$ cat config.mk
export PLATFORM = sky130hd
export DESIGN_NAME = c_bus_writeback
export DESIGN_NICKNAME = d
export VERILOG_FILES = /design/src/rtl/c_bus_writeback.sv
export SDC_FILE = /design/constraint.sdc
export NUM_CORES = 1
export LEC_CHECK = 0
export BUFFER_PORTS_ARGS = -buffer_cell sky130_fd_sc_hd__buf_4
export CAP_MARGIN = 10
export CORE_MARGIN = 2
export CORE_UTILIZATION = 51
export DETAILED_ROUTE_END_ITERATION = 10
export PLACE_DENSITY = 0.79
export SYNTH_ARGS = -nofsm -noshare
export SYNTH_HDL_FRONTEND = slang
export SYNTH_SLANG_ARGS = --single-unit
$ cat constraint.sdc
create_clock -name clk -period 1.8 [get_ports clk]
set_input_delay 0.36 -clock clk [delete_from_list [all_inputs] [get_ports clk]]
set_output_delay 0.36 -clock clk [all_outputs]
set_load 0.05 [all_outputs]
$ cat src/rtl/c_bus_writeback.sv
// C-bus write-back unit: one-entry pending slot committing into PC/IR/MDR/R/AC, plus PC increment
// and memory loads into MDR. Define CBUS_BYPASS_EN to forward the pending entry to the outputs.
module c_bus_writeback #(
  parameter int unsigned W = 8
) (
  input  logic         clk,
  input  logic         rst,
  input  logic [W-1:0] c_bus,
  input  logic         wr_valid,
  input  logic [2:0]   wr_dest,
  output logic         wr_ready,
  input  logic         pc_inc,
  input  logic [W-1:0] mem_data,
  input  logic         mem_load,
  output logic [W-1:0] PC,
  output logic [W-1:0] IR,
  output logic [W-1:0] MDR,
  output logic [W-1:0] R,
  output logic [W-1:0] AC,
  output logic         wr_err,
  output logic [7:0]   wb_count
);

  localparam logic [2:0] DestPc  = 3'b000;
  localparam logic [2:0] DestIr  = 3'b001;
  localparam logic [2:0] DestMdr = 3'b010;
  localparam logic [2:0] DestR   = 3'b011;
  localparam logic [2:0] DestAc  = 3'b100;

  localparam logic [0:0] StEmpty = 1'b0;
  localparam logic [0:0] StFull  = 1'b1;

  logic [0:0]   slot_q, slot_d;
  logic [W-1:0] pend_data_q, pend_data_d;
  logic [2:0]   pend_dest_q, pend_dest_d;
  logic [W-1:0] pc_q, pc_d, ir_q, ir_d, mdr_q, mdr_d, r_q, r_d, ac_q, ac_d;
  logic         err_q, err_d;
  logic [7:0]   cnt_q, cnt_d;

  logic stall, commit, legal, transfer;

  always_comb begin
    // A pending MDR write yields to a same-cycle memory load and waits in the slot.
    stall    = (slot_q == StFull) && (pend_dest_q == DestMdr) && mem_load;
    commit   = (slot_q == StFull) && !stall;
    legal    = (pend_dest_q <= DestAc);
    wr_ready = (slot_q == StEmpty) || commit;
    transfer = wr_valid && wr_ready;
  end

  always_comb begin
    slot_d      = slot_q;
    pend_data_d = pend_data_q;
    pend_dest_d = pend_dest_q;
    pc_d        = pc_q;
    ir_d        = ir_q;
    mdr_d       = mdr_q;
    r_d         = r_q;
    ac_d        = ac_q;
    err_d       = err_q;
    cnt_d       = cnt_q;

    if (mem_load) begin
      mdr_d = mem_data;
    end
    if (pc_inc) begin
      pc_d = pc_q + W'(1);
    end

    if (commit) begin
      if (legal) begin
        cnt_d = cnt_q + 8'd1;
        case (pend_dest_q)
          DestPc:  pc_d  = pend_data_q;
          DestIr:  ir_d  = pend_data_q;
          DestMdr: mdr_d = pend_data_q;
          DestR:   r_d   = pend_data_q;
          DestAc:  ac_d  = pend_data_q;
          default: ;
        endcase
      end else begin
        err_d = 1'b1;
      end
      slot_d = StEmpty;
    end

    if (transfer) begin
      slot_d      = StFull;
      pend_data_d = c_bus;
      pend_dest_d = wr_dest;
    end
  end

  always_ff @(posedge clk) begin
    if (rst) begin
      slot_q      <= StEmpty;
      pend_data_q <= '0;
      pend_dest_q <= '0;
      pc_q        <= '0;
      ir_q        <= '0;
      mdr_q       <= '0;
      r_q         <= '0;
      ac_q        <= '0;
      err_q       <= 1'b0;
      cnt_q       <= '0;
    end else begin
      slot_q      <= slot_d;
      pend_data_q <= pend_data_d;
      pend_dest_q <= pend_dest_d;
      pc_q        <= pc_d;
      ir_q        <= ir_d;
      mdr_q       <= mdr_d;
      r_q         <= r_d;
      ac_q        <= ac_d;
      err_q       <= err_d;
      cnt_q       <= cnt_d;
    end
  end

`ifdef CBUS_BYPASS_EN
  always_comb begin
    PC  = pc_q;
    IR  = ir_q;
    MDR = mdr_q;
    R   = r_q;
    AC  = ac_q;
    if (slot_q == StFull) begin
      case (pend_dest_q)
        DestPc:  PC  = pend_data_q;
        DestIr:  IR  = pend_data_q;
        DestMdr: MDR = stall ? mem_data : pend_data_q;
        DestR:   R   = pend_data_q;
        DestAc:  AC  = pend_data_q;
        default: ;
      endcase
    end
  end
`else
  always_comb begin
    PC  = pc_q;
    IR  = ir_q;
    MDR = mdr_q;
    R   = r_q;
    AC  = ac_q;
  end
`endif

  assign wr_err   = err_q;
  assign wb_count = cnt_q;

endmodule

==> results_dict.tcl, run 1 <==
set metrics [dict create \
    p_per_area_nw_per_um2 916 \
    criticalPathCategory "reg2out" \
    drv_cap 0 \
    setup_viol 0 \
    power_leakage_nw 1.33 \
    ys_types 39 \
    cp.arrival_ns 1.37 \
    status "finished, final reports clean" \
    ys_seq_area_share_pct 49.3 \
    critPathLaunchType "flop" \
    netlist_area_um2 2480 \
    cts_buffers 9 \
    die_w_um 73.7 \
    layout_common_cells "77 x buf_4, 72 x nand2_1, 60 x dfxtp_1" \
    antenna_found_initial 0 \
    cts_tree "done" \
    boundaryPins 74 \
    port_buffers 73 \
    cp-end-kind "output port" \
    tightest_slew_ns 0.594 \
    finalSetupTns_ns 0 \
    path_clk_slew_ns 0.06 \
    wl_per_cell_um 14.3 \
    yosys_warnings 0 \
    ys_ff_latch 61 \
    num_vias 2314 \
    route.antenna.remaining_nets 0 \
    cp.required_ns 1.44 \
    hold_viol_final 0 \
    htree_levels 3 \
    fin_crit_sh_pct 96.0 \
    clock_path_buffers 2 \
    drt-initial-drc-count 139 \
    grt_first_pass_wirelength_um 9660 \
    crit_path_cell_trace "and4bb_4 -> nand2_1 -> buf_4" \
    worst_path_max_delay_cell "dfxtp_1" \
    postSynthCellCount 301 \
    synth_edf_count 0 \
    hpwl_um 4110 \
    slew_viol_final 0 \
    syn2layout_area_growth_pct 30.3 \
    async_flop_share_pct 0 \
    overflow 0 \
    dr.pass1.iters 5 \
    grt_pass1_vias 2047 \
    dieArea_um2 5430 \
    place_congestion 0.863 \
    irDropWorstVdd_mv 0.589 \
    min_path_type "in2reg" \
    die_y_um 73.7 \
    path_buf_inv 1 \
    core-area_um2 4690 \
    grt_max_degree 62 \
    clk-insertion-delay-late_ns 0.33 \
    fmax_mhz 579 \
    drc 0 \
    ys.flop_type "dfxtp_1" \
    crit_family "flip-flops" \
    avgViaCountPerCell 5.38 \
    drt-total-wl_um 6160 \
    cts_num_sinks 61 \
    start_util_pct 52.8 \
    num_rows 25 \
    synth_nets 327 \
    drive_gt1_share_pct 26.1 \
    skew_ns 0.00411 \
    cp_max_fo 8 \
    rsz0062_at_grt "no" \
    cp_slowest_stage_delay_ns 0.44 \
    fin_nets 398 \
    ctsHoldBuffers 0 \
    postSynthAreaPerCell_um2 8.23 \
    post-route-min-period_ns 1.73 \
    antennaDiodeCount 0 \
    relSlewSlack_pct 60.4 \
    fin_area_um2 3230 \
    p_total_mw 2.95 \
    place_area_um2 3030 \
    ctsRootBufferMaster "clkbuf_8" \
    grtUsageTotal_pct 23.7 \
    final_common_cell "buf_4" \
]
==> state kept, by name, indices dropped and copies added, names as in the netlist <==
| name | cells |
|---|---|
| R | 8 |
| PC | 8 |
| wr_err | 1 |
| wb_count | 8 |
| AC | 8 |
| pend_data_q | 8 |
| MDR | 8 |
| slot_q | 1 |
| pend_dest_q | 3 |
| IR | 8 |
==> routing by layer <==
metal / routed length (um) / up-vias / GRT usage, %
li1: - / 1174 / -
met1: 2860 / 1036 / 32.0
met2: 2750 / 93 / 35.3
met3: 439 / 11 / 5.08
met4: 112 / 0 / 12.9
met5: 0 / - / 0
==> final timing paths <==
path	to	start	slack, ns	cells past startpoint
worst max-delay path	wr_ready	slot_q$_SDFFE_PP0P_	0.07	3
worst min-delay path	pend_dest_q[0]$_SDFFE_PP0P_	wr_dest[0]	0.26	3
worst max register to register	wb_count[7]$_SDFFE_PP0P_	slot_q$_SDFFE_PP0P_	0.18	4
worst min register to register	IR[3]$_SDFFE_PP0P_	IR[3]$_SDFFE_PP0P_	0.45	2
==> through the flow <==
stage | std cells | hold slack (ns) | worst slack, ns | utilization, %
after CTS | 428 | 0.258 | 0.0135 | 68.4
after detailed placement | 413 | 0.449 | 0.209 | 64.5
after global placement | 413 | 0.444 | 0.228 | 64.5
after global routing | 430 | 0.267 | 0.00575 | 68.7
after floorplan | 301 | 0.452 | 0.0214 | -
final | 430 | 0.263 | 0.0716 | 68.7
==> where the power goes <==
part	internal, mW	switching [mW]	total [mW]
Combinational	0.142	0.254	0.395
Sequential	1.40	0.0664	1.47
Clock	0.604	0.485	1.09
==> logic make-up (layout without fill, tap and decap cells) <==
logic type | count (synthesis) | in the layout | synth area share (%)
muxes | 2 | 2 | 0.809
DFF | 61 | 61 | 49.3
buffers and inverters | 28 | 103 | 4.85
AOI/OAI and AO/OA | 67 | 67 | 16.9
and+or+nand+nor | 133 | 133 | 24.3
xor gates and xnor gates | 8 | 8 | 2.83
adders and majority gates | 2 | 2 | 1.01
==> worst reg2reg max path, stage by stage (launching register included) <==
cell	delay [ns]
dfxtp_1	0.44
and2b_4	0.23
a22oi_2	0.19
or4_1	0.55
a21oi_1	0.15
==> cell usage after synthesis (all sizes together) (2+ instances only) <==
| cell type | count | area, um2 |
|---|---|---|
| nand2 | 72 | 270 |
| dfxtp | 61 | 1220 |
| a21oi | 40 | 200 |
| nor2 | 18 | 70.1 |
| nor3 | 18 | 90.1 |
| inv | 11 | 41.3 |
| clkbuf | 10 | 37.5 |
| a2111oi | 8 | 70.1 |
| a211oi | 8 | 60.1 |
| buf | 7 | 41.3 |
| nand3 | 5 | 25.0 |
| xor2 | 5 | 43.8 |
| o21ai | 4 | 23.8 |
| or3 | 4 | 25.0 |
| nand4 | 3 | 18.8 |
| xnor2 | 3 | 26.3 |
| and3 | 2 | 12.5 |
| ha | 2 | 25.0 |
| mux2i | 2 | 20.0 |
| nor2b | 2 | 12.5 |
| o31ai | 2 | 15.0 |
| or4 | 2 | 15.0 |
==> cell type report <==
type | count | area [um2]
repair buffers | 77 | 578
well taps | 54 | 67.6
flip-flops and latches | 61 | 1220
multi-input cells | 212 | 1140
inverters | 11 | 41.3
fillers | 405 | 1470
clock buffers | 14 | 173
clock inverters | 1 | 5.00
==> what timing repair did <==
| item | in CTS | in global routing |
|---|---|---|
| gates resized for setup | 2 | 1 |
| pin swaps | 1 | 1 |
| gates cloned | 0 | 0 |
| setup buffers | 0 | 2 |
| setup endpoints to repair | 1 | 1 |
Power figures use the tool's default switching activity.
==> run 2: changes to the inputs <==
--- a/config.mk
+++ b/config.mk
@@ -5,6 +5,7 @@
 export SDC_FILE = /design/constraint.sdc
 export NUM_CORES = 1
 export LEC_CHECK = 0
+export ABC_AREA = 1
 export BUFFER_PORTS_ARGS = -buffer_cell sky130_fd_sc_hd__buf_4
 export CAP_MARGIN = 10
 export CORE_MARGIN = 2
==> run 2 against run 1 <==
Die area up 4.2%. Critical path type unchanged. Final cell count up 14%. Critical path depth up 1. Clock skew up 0.0030 ns. Flip-flop and latch count unchanged. Highest routed layer unchanged. Register-to-register slack better by 0.04 ns. Worst hold slack better by 0.0039 ns. Total power up 4.5%.
==> results_dict.tcl, run 2 <==
set metrics [dict create \
    critPathLaunchType "flop" \
    relSlewSlack_pct 72.9 \
    ctsHoldBuffers 0 \
    grtUsageTotal_pct 24.3 \
    die_w_um 75.2 \
    cp.arrival_ns 1.28 \
    cts_setup_buffers 0 \
    criticalPathCategory "reg2out" \
    synth_commonest_cells "73 x nor2_1, 61 x dfxtp_1, 48 x nand2_1" \
    power_leakage_nw 1.62 \
    post-route-min-period_ns 1.64 \
    final_cells 489 \
    clock_path_buffers 2 \
    grt_pass1_vias 2244 \
    cts_tree "done" \
    yosys_warnings 0 \
    path_clk_slew_ns 0.06 \
    syn2layout_area_growth_pct 30.4 \
    drt-total-wl_um 6310 \
    fin_crit_sh_pct 91.4 \
    worstHoldStart "wr_dest[1]" \
    yosysTopAreaCell "dfxtp_1" \
    dr.pass1.iters 4 \
    slew_viol_final 0 \
    dieArea_um2 5660 \
    drv_cap 0 \
    drive_gt1_share_pct 23.9 \
    synth_edf_count 0 \
    min_path_type "in2reg" \
    placed_cells 475 \
    overflow 0 \
    cp.required_ns 1.44 \
    cp-startpoint "slot_q$_SDFFE_PP0P_" \
    synth_nets 368 \
    antenna_found_initial 0 \
    p_per_area_nw_per_um2 915 \
    async_flop_share_pct 0 \
    layout_common_cells "77 x buf_4, 73 x nor2_1, 61 x dfxtp_1" \
    fin_nets 445 \
    skew_ns 0.00710 \
    ctsRootBufferMaster "clkbuf_8" \
    ys_types 28 \
    rsz0062_at_grt "no" \
    yosysTopAreaCellShare_pct 47.2 \
    cts_num_sinks 61 \
    fmax_mhz 608 \
    irDropWorstVdd_mv 0.582 \
    num_vias 2454 \
    place_area_um2 3190 \
    drt-initial-drc-count 169 \
    grt_first_pass_wirelength_um 10300 \
    core-area_um2 4820 \
    cts_resized 0 \
    tightest_slew_ns 0.406 \
    clk-insertion-delay-late_ns 0.34 \
    wl_per_cell_um 12.9 \
    synthTopCellsByArea "dfxtp_1 47%, nor2_1 11%, o21ai_0 7.9%" \
    cp_max_fo 7 \
    finalSetupTns_ns 0 \
    num_rows 25 \
    hold_ws_ns 0.267 \
    postSynthCellCount 342 \
    ys.flop_type "dfxtp_1" \
    synth.most_common_cell "nor2_1" \
    drc 0 \
    multi_input_area_um2 1150 \
    setup_viol 0 \
    cp-end-kind "output port" \
    boundaryPins 74 \
    hpwl_um 4520 \
    postSynthAreaPerCell_um2 7.56 \
    final_common_cell "buf_4" \
    hold_viol_final 0 \
    cts_buffers 9 \
    regArea_um2 1220 \
    port_buffers 73 \
    fin_area_um2 3370 \
    rr_startpoint "slot_q$_SDFFE_PP0P_" \
    grt_max_degree 27 \
    netlist_area_um2 2590 \
    antennaDiodeCount 0 \
    n_fill_cell 433 \
    start_util_pct 53.7 \
    htree_levels 3 \
    ys_ff_latch 61 \
    rrSetupSlack_ns 0.22 \
    route.antenna.remaining_nets 0 \
    ys_seq_area_share_pct 47.2 \
    status "finished, final reports clean" \
    die_y_um 75.2 \
    place_congestion 0.790 \
    avgViaCountPerCell 5.02 \
]
## run 2: changes by cell type after synthesis, moves of 8 or more
cell,before,now
inv_1,11,30
nand2_1,72,48
o21ai_0,3,41
nor3_1,18,2
a21oi_1,40,27
nor2_1,17,73
a2111oi_0,8,0
## run 2: metrics by stage
| step | setup WS [ns] | power [mW] | utilization, % |
|---|---|---|---|
| global placement | 0.369 | 1.98 | 66.2 |
| detailed placement | 0.269 | 1.99 | 66.2 |
| global route | 0.0564 | 3.20 | 70.0 |
| floorplan | 0.253 | 1.82 | - |
| CTS | 0.159 | 3.10 | 70.0 |
| finish | 0.155 | 3.09 | 70.0 |
## run 2: area by class of cell
| type | count | share of cell area (%) |
|---|---|---|
| well taps | 67 | 2.49 |
| inverters | 35 | 3.89 |
| multi-input cells | 234 | 34.2 |
| flip-flops and latches | 61 | 36.2 |
| clock inverters | 1 | 0.148 |
| clock buffers | 13 | 5.30 |
| repair buffers | 78 | 17.7 |
## run 2: routing by layer
metal	up-vias	track usage (%)	part of all wire, %
li1	1259	-	-
met1	1119	29.9	43
met2	65	40.8	50
met3	11	4.82	5.5
met4	0	11.5	1.8
met5	-	0	0
## run 2: where the power goes
part           switching (mW)  internal, mW
Combinational           0.311         0.167
Sequential             0.0684          1.41
Clock                   0.494         0.633
## run 2: final timing paths
kind / cells past startpoint / end
max: 4 / wr_ready
min: 3 / pend_dest_q[1]$_SDFFE_PP0P_
max reg2reg: 7 / pend_data_q[0]$_SDFFE_PP0P_
min reg2reg: 2 / R[3]$_SDFFE_PP0P_
## run 2: critical path, stage by stage, from the launching register on
cell and delay (ns):
dfxtp_1 0.49, nand2_1 0.09, inv_1 0.10, nand2_4 0.08, buf_4 0.20
## run 2: cells by family (layout without fill, tap and decap cells)
family,after synthesis,count (layout),share of synthesized area [%]
adders and majority gates,2,2,0.967
xor gates and xnor gates,7,7,2.37
muxes,9,9,3.48
and+or+nand+nor,144,144,23.5
AOI/OAI and AO/OA,72,72,14.4
buffers and inverters,47,127,8.13
DFF,61,61,47.2
